## src/rtl/rc4_decrypt_fsm.sv

```systemverilog
// rc4_decrypt_fsm: RC4 keystream generation and decrypt stage.
// Runs after S[0..255] has been built in working RAM. For each message byte k:
// i=i+1; j=j+S[i]; swap S[i],S[j]; f=S[S[i]+S[j]]; plaintext[k]=f^ROM[k].
// Optional build macro PLAINTEXT_CHECK_EN: any plaintext byte outside
// {space, a..z} sets the sticky fail flag and ends the run after that byte.
//
// Bus protocol: every access uses one shared port set. mem_sel_decrypt picks
// the target (01 S RAM, 10 encrypted ROM, 11 decrypted RAM, 00 none).
// A read holds address and select steady for READ_WAIT cycles and latches
// q_decrypt on the last of them. A write is a single cycle with wren_decrypt=1.
// All bus outputs are registered, so they never glitch within a cycle.
module rc4_decrypt_fsm #(
  parameter int MSG_LEN   = 32,
  parameter int READ_WAIT = 2
) (
  input  logic       clk,
  input  logic       reset,
  input  logic       start,
  output logic       busy,
  output logic       done,
  output logic       fail,
  output logic [7:0] address_decrypt,
  output logic [7:0] data_decrypt,
  output logic       wren_decrypt,
  output logic [1:0] mem_sel_decrypt,
  input  logic [7:0] q_decrypt,
  output logic [3:0] state_dbg
);

  typedef enum logic [3:0] {
    IDLE, INC_I, RD_SI, RD_SJ, WR_SI, WR_SJ, RD_F, RD_M, WR_D, DONE
  } state_t;

  localparam logic [4:0] LAST_K = 5'(MSG_LEN - 1);

  state_t     state, state_n;
  logic [7:0] i, i_n, j, j_n;
  logic [4:0] k, k_n;
  logic [7:0] si, si_n, sj, sj_n, f, f_n;
  logic [7:0] wait_cnt, wait_n;
  logic       rd_latch, rd_settle;

  logic       busy_n, done_n, wren_n;
  logic [7:0] addr_n, data_n;
  logic [1:0] sel_n;

`ifdef PLAINTEXT_CHECK_EN
  logic fail_set, fail_clr;

  function automatic logic is_text(input logic [7:0] b);
    return (b == 8'h20) || ((b >= 8'h61) && (b <= 8'h7A));
  endfunction
`endif

  // Read data is valid on the READ_WAIT-th cycle of a read state. RD_SI and
  // RD_SJ stay one extra cycle so j and sj are registered before the next
  // address/data is formed from them.
  assign rd_latch  = (wait_cnt == 8'(READ_WAIT - 1));
  assign rd_settle = (wait_cnt == 8'(READ_WAIT));
  assign state_dbg = state;

  // State and datapath registers.
  always_ff @(posedge clk or posedge reset) begin
    if (reset) begin
      state    <= IDLE;
      i        <= '0;
      j        <= '0;
      k        <= '0;
      si       <= '0;
      sj       <= '0;
      f        <= '0;
      wait_cnt <= '0;
    end else begin
      state    <= state_n;
      i        <= i_n;
      j        <= j_n;
      k        <= k_n;
      si       <= si_n;
      sj       <= sj_n;
      f        <= f_n;
      wait_cnt <= wait_n;
    end
  end

  // Next-state and datapath updates.
  always_comb begin
    state_n = state;
    i_n     = i;
    j_n     = j;
    k_n     = k;
    si_n    = si;
    sj_n    = sj;
    f_n     = f;
    wait_n  = wait_cnt;
`ifdef PLAINTEXT_CHECK_EN
    fail_set = 1'b0;
    fail_clr = 1'b0;
`endif
    case (state)
      IDLE: begin
        if (start) begin
          state_n = INC_I;
          i_n     = '0;
          j_n     = '0;
          k_n     = '0;
`ifdef PLAINTEXT_CHECK_EN
          fail_clr = 1'b1;
`endif
        end
      end
      INC_I: begin
        i_n     = i + 8'd1;
        wait_n  = '0;
        state_n = RD_SI;
      end
      RD_SI: begin
        wait_n = wait_cnt + 8'd1;
        if (rd_latch) si_n = q_decrypt;
        if (rd_settle) begin
          j_n     = j + si;
          wait_n  = '0;
          state_n = RD_SJ;
        end
      end
      RD_SJ: begin
        wait_n = wait_cnt + 8'd1;
        if (rd_latch) sj_n = q_decrypt;
        if (rd_settle) begin
          wait_n  = '0;
          state_n = WR_SI;
        end
      end
      WR_SI: state_n = WR_SJ;
      WR_SJ: begin
        wait_n  = '0;
        state_n = RD_F;
      end
      RD_F: begin
        wait_n = wait_cnt + 8'd1;
        if (rd_latch) begin
          f_n     = q_decrypt;
          wait_n  = '0;
          state_n = RD_M;
        end
      end
      RD_M: begin
        wait_n = wait_cnt + 8'd1;
        if (rd_latch) begin
          wait_n  = '0;
          state_n = WR_D;
        end
      end
      WR_D: begin
        k_n     = k + 5'd1;
        state_n = (k == LAST_K) ? DONE : INC_I;
`ifdef PLAINTEXT_CHECK_EN
        if (!is_text(data_decrypt)) begin
          fail_set = 1'b1;
          state_n  = DONE;
        end
`endif
      end
      DONE:    state_n = IDLE;
      default: state_n = IDLE;
    endcase
  end

  // Bus outputs for the state being entered; registered below (Moore).
  // The plaintext is formed straight from the ROM byte arriving on q_decrypt.
  always_comb begin
    busy_n = 1'b0;
    done_n = 1'b0;
    wren_n = 1'b0;
    addr_n = '0;
    data_n = '0;
    sel_n  = 2'b00;
    case (state_n)
      INC_I: busy_n = 1'b1;
      RD_SI: begin busy_n = 1'b1; sel_n = 2'b01; addr_n = i_n; end
      RD_SJ: begin busy_n = 1'b1; sel_n = 2'b01; addr_n = j_n; end
      WR_SI: begin busy_n = 1'b1; sel_n = 2'b01; addr_n = i_n; data_n = sj_n; wren_n = 1'b1; end
      WR_SJ: begin busy_n = 1'b1; sel_n = 2'b01; addr_n = j_n; data_n = si_n; wren_n = 1'b1; end
      RD_F:  begin busy_n = 1'b1; sel_n = 2'b01; addr_n = si_n + sj_n; end
      RD_M:  begin busy_n = 1'b1; sel_n = 2'b10; addr_n = {3'b000, k_n}; end
      WR_D: begin
        busy_n = 1'b1;
        sel_n  = 2'b11;
        addr_n = {3'b000, k_n};
        data_n = f_n ^ q_decrypt;
        wren_n = 1'b1;
      end
      DONE:    done_n = 1'b1;
      default: ;
    endcase
  end

  // Output registers.
  always_ff @(posedge clk or posedge reset) begin
    if (reset) begin
      busy            <= 1'b0;
      done            <= 1'b0;
      wren_decrypt    <= 1'b0;
      address_decrypt <= '0;
      data_decrypt    <= '0;
      mem_sel_decrypt <= 2'b00;
    end else begin
      busy            <= busy_n;
      done            <= done_n;
      wren_decrypt    <= wren_n;
      address_decrypt <= addr_n;
      data_decrypt    <= data_n;
      mem_sel_decrypt <= sel_n;
    end
  end

`ifdef PLAINTEXT_CHECK_EN
  // Sticky plaintext failure flag, cleared when a new run starts.
  always_ff @(posedge clk or posedge reset) begin
    if (reset)         fail <= 1'b0;
    else if (fail_clr) fail <= 1'b0;
    else if (fail_set) fail <= 1'b1;
  end
`else
  assign fail = 1'b0;
`endif

endmodule

```

## config.mk

```make
export PLATFORM = sky130hd
export DESIGN_NAME = rc4_decrypt_fsm
export DESIGN_NICKNAME = d
export VERILOG_FILES = /design/src/rtl/rc4_decrypt_fsm.sv
export SDC_FILE = /design/constraint.sdc
export NUM_CORES = 1
export LEC_CHECK = 0
export ABC_AREA = 1
export ABC_CLOCK_PERIOD_IN_PS = 3600
export CAP_MARGIN = 10
export CORE_MARGIN = 2
export CORE_UTILIZATION = 59
export DETAILED_ROUTE_END_ITERATION = 7
export PLACE_DENSITY = 0.81
export SETUP_SLACK_MARGIN = 0.1
export SLEW_MARGIN = 10
export SYNTH_ARGS = -nofsm -noshare
export SYNTH_HDL_FRONTEND = slang
export SYNTH_SLANG_ARGS = --single-unit
export TNS_END_PERCENT = 20
```

## constraint.sdc

```tcl
create_clock -name clk -period 3.6 [get_ports clk]
set_input_delay 0.72 -clock clk [delete_from_list [all_inputs] [get_ports clk]]
set_output_delay 0.72 -clock clk [all_outputs]
set_load 0.02 [all_outputs]
```

==> flow_summary.json, run 1 <==
{
  "run_status": "completed",
  "worst_slew_pin_slew_ns": 0.609,
  "grt_remaining_overflow": 0,
  "diodes": 0,
  "synthToLayoutAreaGrowth_pct": 13.9,
  "cp-endpoint": "address_decrypt[6]",
  "synth_edf_count": 0,
  "power_frac_clock": 0.144,
  "clkSlewWorstSetupHoldPaths_ns": 0.08,
  "min_delay_worst_type": "reg2reg",
  "cts_hold_buffers": 0,
  "worst_r2r_startpoint": "state_dbg[1]",
  "net-switching-power_uw": 2160,
  "worst-setup-path-type": "reg2reg",
  "power.internal_uw": 2330,
  "post_synth_mux_area_share": 0,
  "postSynth.topFlopCell": "sky130_fd_sc_hd__dfrtp_1",
  "timing_max_transition_violations_final": 0,
  "power.switching_fraction": 0.481,
  "place_area_mm2": 0.00500,
  "syn_area_mm2": 0.00455,
  "ys_types": 43,
  "sequentialPowerShare": 0.300,
  "worst_clock_skew_ns": 0.0103,
  "route.antenna.remaining_nets": 0,
  "netlist_top_cells_area": "sky130_fd_sc_hd__dfrtp_1 (43%), sky130_fd_sc_hd__nand2_1 (11%), sky130_fd_sc_hd__inv_1 (7.3%), sky130_fd_sc_hd__ha_1 (5.5%), sky130_fd_sc_hd__o21ai_0 (5.5%)",
  "cts_root_buf": "sky130_fd_sc_hd__clkbuf_8",
  "final_design_area_no_fill_mm2": 0.00518,
  "mappedNetlistNets": 607,
  "combinationalPowerShare": 0.556,
  "cts_sinks": 78,
  "layout_worst_path_cycle_share": 0.877,
  "timing.final.crit_period_ns": 3.16,
  "placeable_core_region_mm2": 0.00761,
  "floorplan.die.height_um": 91.8,
  "synth_top_family_by_area": "simple AND/OR/NAND/NOR gates",
  "max_freq_mhz": 317,
  "power.density_cell_area_mw_per_mm2": 867,
  "grt_start_max_net_pins": 30,
  "timing.setup.tns_ns": 0,
  "yosys.area_share.simple": 0.281,
  "share_of_synthesized_registers_carrying_an_async_set_or_reset": 1.00,
  "synthesis.area_per_instance_um2": 7.93,
  "crit_path_start_kind": "flop",
  "io-pin-count": 37,
  "critical_path.endpoint_type": "flop",
  "design.die.area_mm2": 0.00843,
  "synthMostInstantiatedCell": "sky130_fd_sc_hd__nand2_1",
  "chipWidth_um": 91.8,
  "post-route-drc-count": 0,
  "port_buffers": 35,
  "synth-xor-area-share": 0.0115,
  "timing_hold_violations_final": 0,
  "routed_wire_length_per_instance_um": 15.6,
  "total_clock_buffers_created_by_cts": 9,
  "postCtsSetupBuffers": 0,
  "fin_nets": 649,
  "grt_pass1_vias": 4055,
  "synth-adder-area-share": 0.0638,
  "drt_pre_antenna_iters": 5,
  "wl_um": 11300,
  "crit_arrival_ns": 3.40,
  "groute.usage.overall": 0.284,
  "floorplan.initialDensity": 0.598,
  "critPathLaunch": "state_dbg[1]",
  "r2r_end": "address_decrypt[6]",
  "hpwlAfterDp_um": 8500,
  "yosysWarningCount": 0,
  "routed_via_density": 5.63,
  "rsz0062_at_grt": "no",
  "timing.max_slew.rel_slack": 0.590,
  "detail_route.iter0.violations": 346,
  "yosys_register_bits": 78,
  "synth_area_leader_cell": "sky130_fd_sc_hd__dfrtp_1",
  "worst_r2r_path_depth": 14,
  "fraction_of_layout_instances_using_a_drive_strength_above_1": 0.0968,
  "yosys-top-cells-count": "sky130_fd_sc_hd__nand2_1 (129), sky130_fd_sc_hd__inv_1 (88), sky130_fd_sc_hd__dfrtp_1 (78), sky130_fd_sc_hd__o21ai_0 (50), sky130_fd_sc_hd__nand3_1 (45)",
  "synth_cells": 574,
  "clockBufferDepth": 2,
  "antenna_found_initial": 0,
  "placement_rows": 32,
  "ctsResizeCount": 0,
  "synth.top_cell.area_share": 0.429,
  "vias": 4067,
  "synth_sequential_area_ratio": 0.429,
  "synth-compound-area-share": 0.126,
  "timing.reg2reg.setup_slack_ns": 0.44,
  "clkLatencyLatePin_ns": 0.36,
  "vdd.ir_drop.worst_v": 0.000491,
  "required_time_at_the_endpoint_of_the_critical_path_ns": 3.84,
  "crit_path_max_fanout": 16,
  "gpl.final_weighted_congestion": 0.931,
  "finalSetupViolCount": 0,
  "max_cap_viol_count": 0,
  "cts_htree_levels": 3,
  "tritoncts": "yes",
  "grt_pass1_wl_um": 18600,
  "cellLeakagePower_uw": 0.00262
}
## worst min-delay path by stage
stage | from | to | slack, ns | depth (start not counted)
3_3_place_gp | j[4] | j[4] | 0.51 | 2
4_1_cts | j[3] | j[3] | 0.53 | 2
3_5_place_dp | j[3] | j[3] | 0.51 | 2
5_1_grt | j[3] | j[3] | 0.55 | 2
2_1_floorplan | j[4] | j[4] | 0.47 | 2
6_report | j[3] | j[3] | 0.53 | 2
## critical path, stage by stage (launching register included)
cell and delay [ns]:
sky130_fd_sc_hd__dfrtp_1 0.66, sky130_fd_sc_hd__nand2_2 0.14, sky130_fd_sc_hd__nor2_4 0.19, sky130_fd_sc_hd__nand2_2 0.21
sky130_fd_sc_hd__nand2_1 0.10, sky130_fd_sc_hd__o21ai_0 0.16, sky130_fd_sc_hd__ha_1 0.30, sky130_fd_sc_hd__fa_1 0.42
sky130_fd_sc_hd__nand3_1 0.08, sky130_fd_sc_hd__nand2_1 0.08, sky130_fd_sc_hd__and2_1 0.15, sky130_fd_sc_hd__o21ai_0 0.24
sky130_fd_sc_hd__nand3_1 0.12, sky130_fd_sc_hd__nand3_1 0.11, sky130_fd_sc_hd__nand3_1 0.08
## flip-flops by register name, summed over array words and instances, names as in the netlist
register,count
wren_decrypt,1
done,1
busy,1
sj,8
wait_cnt,8
si,8
k,5
f,8
i,8
state_dbg,4
mem_sel_decrypt,2
j,8
data_decrypt,8
address_decrypt,8
## cells by family (layout without fill, tap and decap cells)
logic type	Yosys count	in the layout
compound gates	105	105
xor+xnor	6	6
fa+ha+maj	22	22
buf+inv	101	147
flops	78	78
other cells	1	1
simple gates	261	261
## cell type report
type | count | area (um^2)
clock inverters | 4 | 48.8
flip-flops and latches | 78 | 1950
inverters | 94 | 354
repair buffers | 38 | 373
well taps | 102 | 128
fillers | 645 | 2420
multi-input cells | 395 | 2200
clock buffers | 11 | 131
## placed cells by master, fill, tap and decap left out, types with 2 or more instances in the layout
master,n
sky130_fd_sc_hd__a21oi_1,31
sky130_fd_sc_hd__buf_4,3
sky130_fd_sc_hd__clkbuf_1,2
sky130_fd_sc_hd__clkbuf_8,9
sky130_fd_sc_hd__clkdlybuf4s50_1,35
sky130_fd_sc_hd__clkinv_2,3
sky130_fd_sc_hd__dfrtp_1,78
sky130_fd_sc_hd__fa_1,2
sky130_fd_sc_hd__ha_1,20
sky130_fd_sc_hd__inv_1,87
sky130_fd_sc_hd__inv_2,6
sky130_fd_sc_hd__nand2_1,129
sky130_fd_sc_hd__nand2_2,11
sky130_fd_sc_hd__nand2_4,2
sky130_fd_sc_hd__nand3_1,45
sky130_fd_sc_hd__nand3_2,3
sky130_fd_sc_hd__nand4_1,11
sky130_fd_sc_hd__nor2_1,33
sky130_fd_sc_hd__nor2_2,4
sky130_fd_sc_hd__nor2_4,5
sky130_fd_sc_hd__nor2_8,3
sky130_fd_sc_hd__nor3_1,7
sky130_fd_sc_hd__o211ai_1,4
sky130_fd_sc_hd__o21ai_0,50
sky130_fd_sc_hd__o21ai_1,5
sky130_fd_sc_hd__o21ai_2,3
sky130_fd_sc_hd__o22ai_1,5
sky130_fd_sc_hd__or2_2,2
sky130_fd_sc_hd__xnor2_1,2
sky130_fd_sc_hd__xor2_1,4
## stage by stage
step | total power, uW | std cells | hold slack [ns] | utilization | worst slack [ns]
final | 4500 | 722 | 0.530 | 0.682 | 0.444
after global routing | 4800 | 722 | 0.552 | 0.682 | 0.283
after CTS | 4450 | 722 | 0.534 | 0.682 | 0.496
after detailed placement | 3800 | 707 | 0.514 | 0.658 | 0.494
after global placement | 3710 | 707 | 0.508 | 0.658 | 0.668
after floorplan | 3120 | 574 | 0.467 | - | 0.838
## power groups by stage
stage / clock (uW) / combinational, uW / sequential, uW
6_report: 647 / 2500 / 1350
4_1_cts: 646 / 2460 / 1340
3_5_place_dp: 0 / 2450 / 1360
5_1_grt: 678 / 2760 / 1370
3_3_place_gp: 0 / 2360 / 1350
2_1_floorplan: 0 / 1740 / 1380
## routing by layer
metal  global-route usage  vias up  part of all wire
met1                0.372     1929              0.42
met4                0.128        0             0.034
met5                    0        -                 0
met2                0.471      147              0.48
li1                     -     1953                 -
met3               0.0411       38             0.060
Note: power is estimated with default switching activity, not from simulation.
==> run 2, diff against run 1 <==
--- a/config.mk
+++ b/config.mk
@@ -8,9 +8,11 @@
 export ABC_AREA = 1
 export ABC_CLOCK_PERIOD_IN_PS = 3600
 export CAP_MARGIN = 10
+export CORE_ASPECT_RATIO = 0.9
 export CORE_MARGIN = 2
 export CORE_UTILIZATION = 59
 export DETAILED_ROUTE_END_ITERATION = 7
+export MAX_ROUTING_LAYER = met4
 export PLACE_DENSITY = 0.81
 export SETUP_SLACK_MARGIN = 0.1
 export SLEW_MARGIN = 10
==> run 2 against run 1 <==
Compared with the run above: fmax increased by 3.3%; combinational power about the same; die area about the same; core utilization is 1.1 points higher; wire length shrank 2.6%; clock skew is 0.0027 ns higher; worst hold slack gained 0.0037 ns; critical endpoint unchanged; clock-buffer cell count fell by 2; highest routed layer unchanged; largest cell class unchanged; flip-flop and latch count did not move; clock power up 6.0%; sequential power is essentially flat; cell area rose by 0.29%.
==> flow_summary.json, run 2 (synthesis gave the netlist of run 1 again) <==
{
  "run_status": "completed",
  "design.die.area_mm2": 0.00843,
  "hp-start": "j[4]",
  "timing.max_slew.rel_slack": 0.461,
  "timing_max_transition_violations_final": 0,
  "total_clock_buffers_created_by_cts": 9,
  "crit_path_start_kind": "flop",
  "diodes": 0,
  "clockBufferDepth": 2,
  "hpwlAfterDp_um": 8290,
  "antenna_found_initial": 0,
  "cts_htree_levels": 3,
  "floorplan.initialDensity": 0.606,
  "placeable_core_region_mm2": 0.00751,
  "crit_path_top_delay_cell": "sky130_fd_sc_hd__fa_1",
  "worst_path_largest_cell_delay_ns": 0.42,
  "dp_slack_ns": 0.451,
  "groute.usage.overall": 0.289,
  "placement_rows": 30,
  "synthToLayoutAreaGrowth_pct": 14.2,
  "max_cap_viol_count": 0,
  "tritoncts": "yes",
  "fin_nets": 648,
  "worst-setup-path-type": "reg2reg",
  "gpl.final_weighted_congestion": 1.01,
  "grt_pass1_vias": 3759,
  "worst-path-buf-inv": 1,
  "cts_root_buf": "sky130_fd_sc_hd__clkbuf_8",
  "crit_arrival_ns": 3.30,
  "place_area_mm2": 0.00499,
  "most-common-layout-cells": "sky130_fd_sc_hd__nand2_1 (129), sky130_fd_sc_hd__inv_1 (87), sky130_fd_sc_hd__dfrtp_1 (78)",
  "wl_um": 11000,
  "fraction_of_layout_instances_using_a_drive_strength_above_1": 0.102,
  "drt_pre_antenna_iters": 5,
  "vias": 3959,
  "floorplan.die.height_um": 87.3,
  "post-route-drc-count": 0,
  "cts_sinks": 78,
  "required_time_at_the_endpoint_of_the_critical_path_ns": 3.85,
  "finalWorstSetupSlack_ns": 0.545,
  "final_design_area_no_fill_mm2": 0.00520,
  "clkLatencyLatePin_ns": 0.37,
  "critPathLaunch": "wait_cnt[1]",
  "worst_slew_pin_slew_ns": 0.809,
  "detail_route.iter0.violations": 263,
  "grt_pass1_wl_um": 17900,
  "grt_remaining_overflow": 0,
  "chipWidth_um": 96.6,
  "grt_start_max_net_pins": 67,
  "worst_clock_skew_ns": 0.0131,
  "worst_path_dominant_cell_family": "simple AND/OR/NAND/NOR gates",
  "crit_path_max_fanout": 16,
  "max_freq_mhz": 327,
  "layout_worst_path_cycle_share": 0.849,
  "port_buffers": 35,
  "cellLeakagePower_uw": 0.00263,
  "min_delay_worst_type": "reg2reg",
  "clkSlewWorstSetupHoldPaths_ns": 0.08,
  "vdd.ir_drop.worst_v": 0.000561,
  "num-fill-cells": 624,
  "cells_along_the_critical_path": "inv_1, ha_1, nand2_2, nor2_8, nand2_2, nand2_1, o21ai_0, ha_1, fa_1, nand3_1, nand2_1, and2_1, o21ai_0, nand3_1, nand3_1, nand3_1",
  "timing.final.crit_period_ns": 3.06,
  "finalSetupViolCount": 0,
  "power.density_cell_area_mw_per_mm2": 866,
  "mostFrequentLayoutCell": "sky130_fd_sc_hd__nand2_1",
  "io-pin-count": 37,
  "cp_common_cell": "sky130_fd_sc_hd__nand3_1",
  "routed_wire_length_per_instance_um": 15.3,
  "rsz0062_at_grt": "no",
  "routed_via_density": 5.53,
  "route.antenna.remaining_nets": 0,
  "design_power_total_uw": 4500,
  "hold-worst-slack_ns": 0.534,
  "worst_r2r_startpoint": "wait_cnt[1]",
  "critical_path.endpoint_type": "flop",
  "timing.setup.tns_ns": 0,
  "cts_hold_buffers": 0,
  "timing_hold_violations_final": 0
}
## run 2: layout make-up
cell class,count,area (um^2),share of cell area
clock buffers,9,124,0.0238
flip-flops and latches,78,1950,0.375
well taps,96,120,0.0231
repair buffers,37,365,0.0703
inverters,94,355,0.0683
clock inverters,7,80.1,0.0154
multi-input cells,395,2200,0.424
## run 2: worst reg2reg max path: stages, from the launching register on
cell and delay (ns):
sky130_fd_sc_hd__dfrtp_1 0.41, sky130_fd_sc_hd__inv_1 0.10, sky130_fd_sc_hd__ha_1 0.19, sky130_fd_sc_hd__nand2_2 0.11
sky130_fd_sc_hd__nor2_8 0.17, sky130_fd_sc_hd__nand2_2 0.20, sky130_fd_sc_hd__nand2_1 0.12, sky130_fd_sc_hd__o21ai_0 0.15
sky130_fd_sc_hd__ha_1 0.29, sky130_fd_sc_hd__fa_1 0.42, sky130_fd_sc_hd__nand3_1 0.09, sky130_fd_sc_hd__nand2_1 0.08
sky130_fd_sc_hd__and2_1 0.14, sky130_fd_sc_hd__o21ai_0 0.19, sky130_fd_sc_hd__nand3_1 0.11, sky130_fd_sc_hd__nand3_1 0.10
sky130_fd_sc_hd__nand3_1 0.07
## run 2: what timing repair did
item                                    in CTS  in global routing
endpoints found under the setup margin       0                  1
gates resized for setup                      0                  1
setup buffers                                0                  0
## run 2: worst paths after layout
path	end	slack, ns	cells after the start
setup / recovery	address_decrypt[6]	0.54	16
hold / removal	j[4]	0.53	2
max in group asynchronous	f[7]	2.08	3
setup reg to reg	address_decrypt[6]	0.54	16
min in group asynchronous	si[4]	0.87	2
hold reg to reg	j[4]	0.53	2
## run 2: metrics by stage
step	instances	utilization
3_3_place_gp	700	0.665
4_1_cts	716	0.692
6_report	716	0.693
2_1_floorplan	574	-
5_1_grt	716	0.693
3_5_place_dp	700	0.665
## run 2: report_power, final
| part | internal [uW] | switching, uW |
|---|---|---|
| clock | 330 | 356 |
| combinational | 860 | 1610 |
| sequential | 1150 | 194 |
| total | 2340 | 2160 |
## run 2: routing by layer
| metal | wire [um] | track usage | up-vias |
|---|---|---|---|
| met5 | 0 | - | - |
| met4 | 267 | 0.0883 | 0 |
| met3 | 631 | 0.0519 | 26 |
| met2 | 5210 | 0.453 | 125 |
| met1 | 4850 | 0.385 | 1855 |
| li1 | - | - | 1953 |
